==> src/rtl/fifo_arb_pkg.sv <==
// Shared types and default sizing for the FIFO write arbiter.
package fifo_arb_pkg;

    typedef enum logic [0:0] {
        IDLE,
        GRANT
    } arb_state_e;

    localparam int unsigned DEF_NUM_REQ   = 4;
    localparam int unsigned DEF_WIDTH     = 8;
    localparam int unsigned DEF_MAX_BURST = 4;

endpackage

==> src/rtl/rr_select.sv <==
// Round-robin priority selector: first set bit of req searching upward from last+1.
module rr_select #(
    parameter int unsigned NUM_REQ = 4
) (
    input  logic [NUM_REQ-1:0]         req,
    input  logic [$clog2(NUM_REQ)-1:0] last,
    output logic                       found,
    output logic [$clog2(NUM_REQ)-1:0] idx
);

    localparam int unsigned IDX_W = $clog2(NUM_REQ);

    int unsigned cand;

    // Walk offsets from farthest to nearest so the nearest hit overwrites the rest.
    always_comb begin
        found = 1'b0;
        idx   = '0;
        cand  = 0;
        for (int unsigned k = NUM_REQ; k >= 1; k--) begin
            cand = (32'(last) + k) % NUM_REQ;
            if (req[cand[IDX_W-1:0]]) begin
                found = 1'b1;
                idx   = cand[IDX_W-1:0];
            end
        end
    end

endmodule

==> src/rtl/fifo_wr_arbiter.sv <==
// Burst-limited round-robin arbiter that lets one requester at a time write a shared FIFO.
module fifo_wr_arbiter
    import fifo_arb_pkg::*;
#(
    parameter int unsigned NUM_REQ   = DEF_NUM_REQ,
    parameter int unsigned WIDTH     = DEF_WIDTH,
    parameter int unsigned MAX_BURST = DEF_MAX_BURST
) (
    input  logic                       clk,
    input  logic                       rst,
    input  logic [NUM_REQ-1:0]         req_valid,
    input  logic [NUM_REQ*WIDTH-1:0]   req_data,
    output logic [NUM_REQ-1:0]         req_ready,
    input  logic                       fifo_full,
    output logic                       fifo_write_en,
    output logic [WIDTH-1:0]           fifo_data_in,
    output logic [$clog2(NUM_REQ)-1:0] grant_id,
    output logic                       busy
);

    localparam int unsigned IDX_W  = $clog2(NUM_REQ);
    localparam int unsigned BEAT_W = $clog2(MAX_BURST + 1);
    localparam logic [BEAT_W-1:0] BEAT_LAST = BEAT_W'(MAX_BURST);
    localparam logic [IDX_W-1:0]  LAST_INIT = IDX_W'(NUM_REQ - 1);

    arb_state_e        state_q, state_d;
    logic [IDX_W-1:0]  owner_q, owner_d;
    logic [IDX_W-1:0]  last_q, last_d;
    logic [BEAT_W-1:0] beat_q, beat_d;
    logic              sel_found;
    logic [IDX_W-1:0]  sel_idx;
    logic              owner_valid;

    rr_select #(
        .NUM_REQ(NUM_REQ)
    ) u_rr_select (
        .req  (req_valid),
        .last (last_q),
        .found(sel_found),
        .idx  (sel_idx)
    );

    always_comb begin
        state_d       = state_q;
        owner_d       = owner_q;
        last_d        = last_q;
        beat_d        = beat_q;
        req_ready     = '0;
        fifo_write_en = 1'b0;
        fifo_data_in  = '0;
        grant_id      = '0;
        busy          = 1'b0;
        owner_valid   = req_valid[owner_q];

        unique case (state_q)
            IDLE: begin
                if (sel_found) begin
                    state_d = GRANT;
                    owner_d = sel_idx;
                    beat_d  = '0;
                end
            end
            GRANT: begin
                if (!owner_valid) begin
                    state_d = IDLE;
                    last_d  = owner_q;
                end else if (!fifo_full) begin
                    beat_d = beat_q + 1'b1;
                    if (beat_d == BEAT_LAST) begin
                        state_d = IDLE;
                        last_d  = owner_q;
                    end
                end
            end
            default: state_d = IDLE;
        endcase

        // Outputs are forced low while rst is high so a mid-burst reset never writes.
        if (!rst && state_q == GRANT) begin
            busy               = 1'b1;
            grant_id           = owner_q;
            req_ready[owner_q] = !fifo_full;
            fifo_write_en      = owner_valid && !fifo_full;
            if (fifo_write_en) begin
                fifo_data_in = req_data[owner_q*WIDTH +: WIDTH];
            end
        end
    end

    always_ff @(posedge clk) begin
        if (rst) begin
            state_q <= IDLE;
            owner_q <= '0;
            beat_q  <= '0;
            last_q  <= LAST_INIT;
        end else begin
            state_q <= state_d;
            owner_q <= owner_d;
            beat_q  <= beat_d;
            last_q  <= last_d;
        end
    end

endmodule

==> config.mk <==
export PLATFORM = sky130hd
export DESIGN_NAME = fifo_wr_arbiter
export DESIGN_NICKNAME = d
export VERILOG_FILES = /design/src/rtl/fifo_arb_pkg.sv /design/src/rtl/rr_select.sv /design/src/rtl/fifo_wr_arbiter.sv
export SDC_FILE = /design/constraint.sdc
export NUM_CORES = 1
export LEC_CHECK = 0
export ABC_AREA = 1
export ABC_CLOCK_PERIOD_IN_PS = 2150
export CORE_ASPECT_RATIO = 1.4
export CORE_MARGIN = 8
export CORE_UTILIZATION = 39
export DETAILED_ROUTE_END_ITERATION = 16
export PLACE_DENSITY_LB_ADDON = 0.05
export SLEW_MARGIN = 20
export SYNTH_ARGS = -nofsm -noshare
export SYNTH_HDL_FRONTEND = slang
export SYNTH_SLANG_ARGS = --single-unit
==> constraint.sdc <==
create_clock -name clk -period 2.15 [get_ports clk]
set_input_delay 0.43 -clock clk [delete_from_list [all_inputs] [get_ports clk]]
set_output_delay 0.43 -clock clk [all_outputs]
set_load 0.005 [all_outputs]
Word-level counts from Yosys, hierarchy flattened
Index checks and enable logic that the tools add are counted.
{ "word_totals": {"in_bits": 39, "output_inout_bits": 16, "reg_bits": 8} }
{ "classes": {"n_reduce_logical": 8, "order_cmp": 6, "n_eq_ne": 6, "shifts": 1, "n_mux": 38, "add_sub_neg": 5, "bitwise": 2} }
{ "op_table": {"columns": ["operator", "n"], "rows": [
  ["variable part select 32 x 6 -> 8 bit", 1],
  ["two-way mux 1 bit", 16],
  ["two-way mux 2 bit", 8],
  ["two-way mux 8 bit", 2],
  ["less-than comparator 2 x 3 -> 1 bit (second input constant)", 5],
  ["binary-select mux 1 bit (select 2 bit)", 5],
  ["two-way mux 3 bit", 3],
  ["inequality test 2 bit (second input constant)", 3],
  ["case mux 3 bit (2 select lines)", 1],
  ["AND reduction 3 bit", 2],
  ["adder 2 x 1 -> 2 bit (second input constant)", 2],
  ["adder 2 bit (second input constant)", 2],
  ["AND 4 bit", 1],
  ["two-way mux 4 bit", 1],
  ["inequality test 2 x 1 -> 1 bit (second input constant)", 2],
  ["adder 3 x 1 -> 3 bit (second input constant)", 1],
  ["== test 3 bit (second input constant)", 1],
  ["logical AND 1 bit", 3],
  ["demux 1 bit (select 2 bit)", 1],
  [">= comparator 2 x 1 -> 1 bit (second input constant)", 1],
  ["zero test 1 bit", 2],
  ["case mux 1 bit (2 select lines)", 1],
  ["AND reduction 2 bit", 1],
  ["inverter 1 bit", 1]
]} }

Longest topological paths before layout
{ "logic_depth": {"word_depth": 9, "depth_mapped": 12, "mapped_depth_nobuf": 11} }

By module
From an unflattened synthesis, not the netlist that was laid out.
{ "hier_totals": {"hier_cells": 173, "hier_area_um2": 957.2} }
{ "modules_own_cells": {"columns": ["module", "instances", "seq_area_each_um2", "area_per_inst_um2", "cells_each"], "rows": [
  ["fifo_wr_arbiter", 1, 160.2, 710.7, 122],
  ["rr_select", 1, 0.0, 246.5, 51]
]} }

Least setup slack after synthesis
OpenSTA, ideal clock, no wires.
{ "synth_timing": {"path_type": "register to output", "startpoint": "reg owner_q[0]", "endpoint": "out fifo_data_in[0]", "stages_incl_launch_ff": 7, "path_slack_ps": 590, "required_time_ps": 1720, "t_arrival_ps": 1130, "cell_sequence": "dfxtp_1 nand2_1 inv_2 a22oi_2 a21oi_2 nand2_2 a21oi_1"} }
{ "synth_between": {"elab_chain_len": 5, "elab_cells_between_ends": 6, "cone_classes": "shift (1); mux (4); reduce/logical (1)"} }
{ "synth_rtl": {"columns": ["element", "line", "rtl"], "rows": [
  ["start, declared", "fifo_wr_arbiter.sv:27", "logic [IDX_W-1:0] owner_q, owner_d;"],
  ["start signal, assigned", "fifo_wr_arbiter.sv:98", "owner_q <= owner_d;"],
  ["branches (longest 3 deep; another with variable part select 32 x 6 -> 8 bit)", null, null],
  ["two-way mux 8 bit (*)", "fifo_wr_arbiter.sv:84", "if (fifo_write_en) begin"],
  ["two-way mux 8 bit (*)", "fifo_wr_arbiter.sv:79", "if (!rst && state_q == GRANT) begin"],
  ["end, declared", "fifo_wr_arbiter.sv:16", "output logic [WIDTH-1:0] fifo_data_in,"]
]} }
Every way passes the cells marked *. The select of a mux whose other input is x is not followed.

Worst setup path after layout
{ "layout_timing": {"startpoint": "in rst", "endpoint": "out fifo_data_in[0]"} }
{ "layout_between": {"elab_chain_len": 3} }
{ "layout_rtl": {"columns": ["element", "line", "rtl"], "rows": [
  ["start, declared", "fifo_wr_arbiter.sv:10", "input logic rst,"],
  ["zero test 1 bit", "fifo_wr_arbiter.sv:79", null],
  ["logical AND 1 bit", "fifo_wr_arbiter.sv:79", null],
  ["two-way mux 8 bit", "fifo_wr_arbiter.sv:79", null]
]} }
Every way passes these cells.

==> reports/results.ini <==
[detailed_routing]
drt_iter0_drc=44
wl_um=3590
routedWlPerCell_um=14.2
drt.antenna.violating_nets=0
post-route-drc-count=0
vias=1329
first_pass_iters=5
routed_via_density=5.25

[clocking]
cts-hold-fix-buffers=0
clockRootBuffer=clkbuf_4
path_clk_slew_ns=0.06
ctsLongestPathBuffers=2
clk-insertion-delay-late_ns=0.26
cts_sinks=8
cts_tree=built
cts_made_buffers=3
htreeDepth=1

[cells_and_area]
synthToLayoutAreaGrowth_pct=82.9
drive_above_1_share_pct=22.9
fin_cells=253
layout.nets=274
n_antenna_cell=0

[worst_setup_path]
crit_path_frequent_cell=buf_4
cp-start-kind=primary input
crit_type=in -> out
crit_chain=clkdlybuf4s50_1 > nor2_1 > buf_4 > nand2_2 > buf_4 > a21oi_2 > clkdlybuf4s15_2
cp.required_ns=1.72
max_stage_delay_ns=0.43
end_kind=output port
worstPathMaxFanout=5
crit_path_top_delay_cell=clkdlybuf4s50_1
arrival_ns=1.66

[placed_design]
dp_hpwl_um=2800
io_buffers=54
preCtsSetupSlack_ns=-0.457
dp.cells=246
place_congestion=0.800

[yosys]
ys_async_sr_fraction_pct=0
seq_area_frac_synth_pct=18.4
synthTopCellsByArea=nand2_1 (22%), dfxtp_1 (18%), nor2_1 (10%), a21oi_1 (7.5%), a22oi_1 (6.9%)
syn-num-nets=200
ys_warn_count=0
synth.most_common_cell=nand2_1
synth_common_cells=nand2_1 (50), nor2_1 (24), a21oi_1 (13)
synthCells=159
synth_top_area_cell=nand2_1
yosysUniqueCellTypes=25
synth_flop_cell=dfxtp_1
synth_top_cell_area_share_pct=21.6
ys_ff_latch=8
synth_area_sq_um=871
synth_edf_count=0
synth_area_per_cell_sq_um=5.48

[run]
maxCapViolCount=0

[floorplan]
die_y_um=71.9
initial_core_util_pct=40.5
die_w_um=55.9
num_rows=20
die_area_sq_um=4020
core-area_sq_um=2150
io_pins=55

[grt]
grt-ovfl-total=0
grt_max_degree=12
grt_usage_pct=16.6
antenna_found_initial=0
grt_pass1_wl_um=5690
grt_pass1_vias=1269

[pwr]
p_sw_uw=723
clkPwrFrac_pct=8.3
seq_power_share_pct=19.1
p_per_area_nw_per_um2=891
peakVddDrop_uv=671
p_leak_uw=0.000817
swShare_pct=50.9
p_int_uw=697
comb_power_share_pct=72.6

[timing]
drv_slew=0
hold_viol=0
skew_ns=0.00954
worst_slew_pin_slew_ns=0.356
grt_setup_unrepaired=no
finalSetupViolCount=0
timing.final.crit_share_pct=97.4
max_freq_mhz=478
slew_headroom_pct=76.2
hold_slack_ns=0.493
setup_ws_ns=0.0566
finalCriticalPeriod_ns=2.09

[run_status]
outcome=complete, no violations

[min_path]
hold_path.class=reg -> reg

[path summary, 6_finish.rpt]
kind,from,to,slack (ns),cells past startpoint
max,rst,fifo_data_in[0],0.06,7
min,beat_q[2],beat_q[2],0.49,2
min reg2reg,beat_q[2],beat_q[2],0.49,2
max reg2reg,last_q[0],owner_q[1],0.66,11
[cells by family after synthesis]
logic type | after synthesis | synth area share, %
adders and majority gates | 2 | 2.87
AOI/OAI and AO/OA | 34 | 23.7
buffers and inverters | 22 | 10.2
and+or+nand+nor | 92 | 43.8
DFF | 8 | 18.4
xor gates and xnor gates | 1 | 1.01
[power by group through the flow]
stage | registers, uW | clock network, uW | logic [uW]
2_1_floorplan | 240 | 0 | 643
3_3_place_gp | 266 | 0 | 947
3_5_place_dp | 268 | 0 | 968
4_1_cts | 268 | 117 | 989
5_1_grt | 281 | 126 | 1160
6_report | 271 | 117 | 1030
[per-stage QoR]
step                      area, sq um  TNS [ns]  total power [uW]  util (%)
after global placement           1530     -4.40              1210      71.2
after floorplan                   871         0               883         -
after global routing             1590         0              1560      74.0
after CTS                        1570         0              1370      72.8
final                            1590         0              1420      74.0
after detailed placement         1530     -4.61              1240      71.2
[cell usage in the layout (no fill, tap or decap), types with 4 or more instances in the layout]
cell / n
a21oi_1: 8
buf_4: 18
dfxtp_1: 6
nand3_1: 10
dlygate4sd2_1: 8
inv_1: 11
inv_2: 6
a22oi_1: 8
a21oi_2: 6
nor2_1: 24
o21ai_0: 8
nand2_1: 50
clkdlybuf4s50_1: 34
clkdlybuf4s15_2: 4
[critical path, delay by kind of cell]
kind	cells	cell delay (ns)
compound gates	1	0.11
buf+inv	4	0.96
simple gates	2	0.16
[flip-flops by register name, indices dropped and copies added, names as in the netlist]
name     cells
last_q       2
state_q      1
beat_q       3
owner_q      2
[cell type report]
type	instances	area (sq um)
clock buffers	3	22.5
fillers	186	559
inverters	18	70.1
multi-input cells	130	662
flip-flops and latches	8	163
well taps	22	27.5
repair buffers	72	648
[routing by layer]
metal	share of wire (%)	wire, um	GRT usage [%]
met5	0	0	0
met4	3.9	139	10.2
met3	6.7	242	3.84
met2	49	1750	28.0
met1	41	1460	18.5
[timing repair]
action | in CTS | in global routing
pin swaps | 3 | 3
resized for setup | 40 | 15
setup endpoints to repair | 15 | 11
gates cloned | 1 | 0
buffers inserted | 3 | 0
Note: power is estimated with default switching activity, not from simulation.
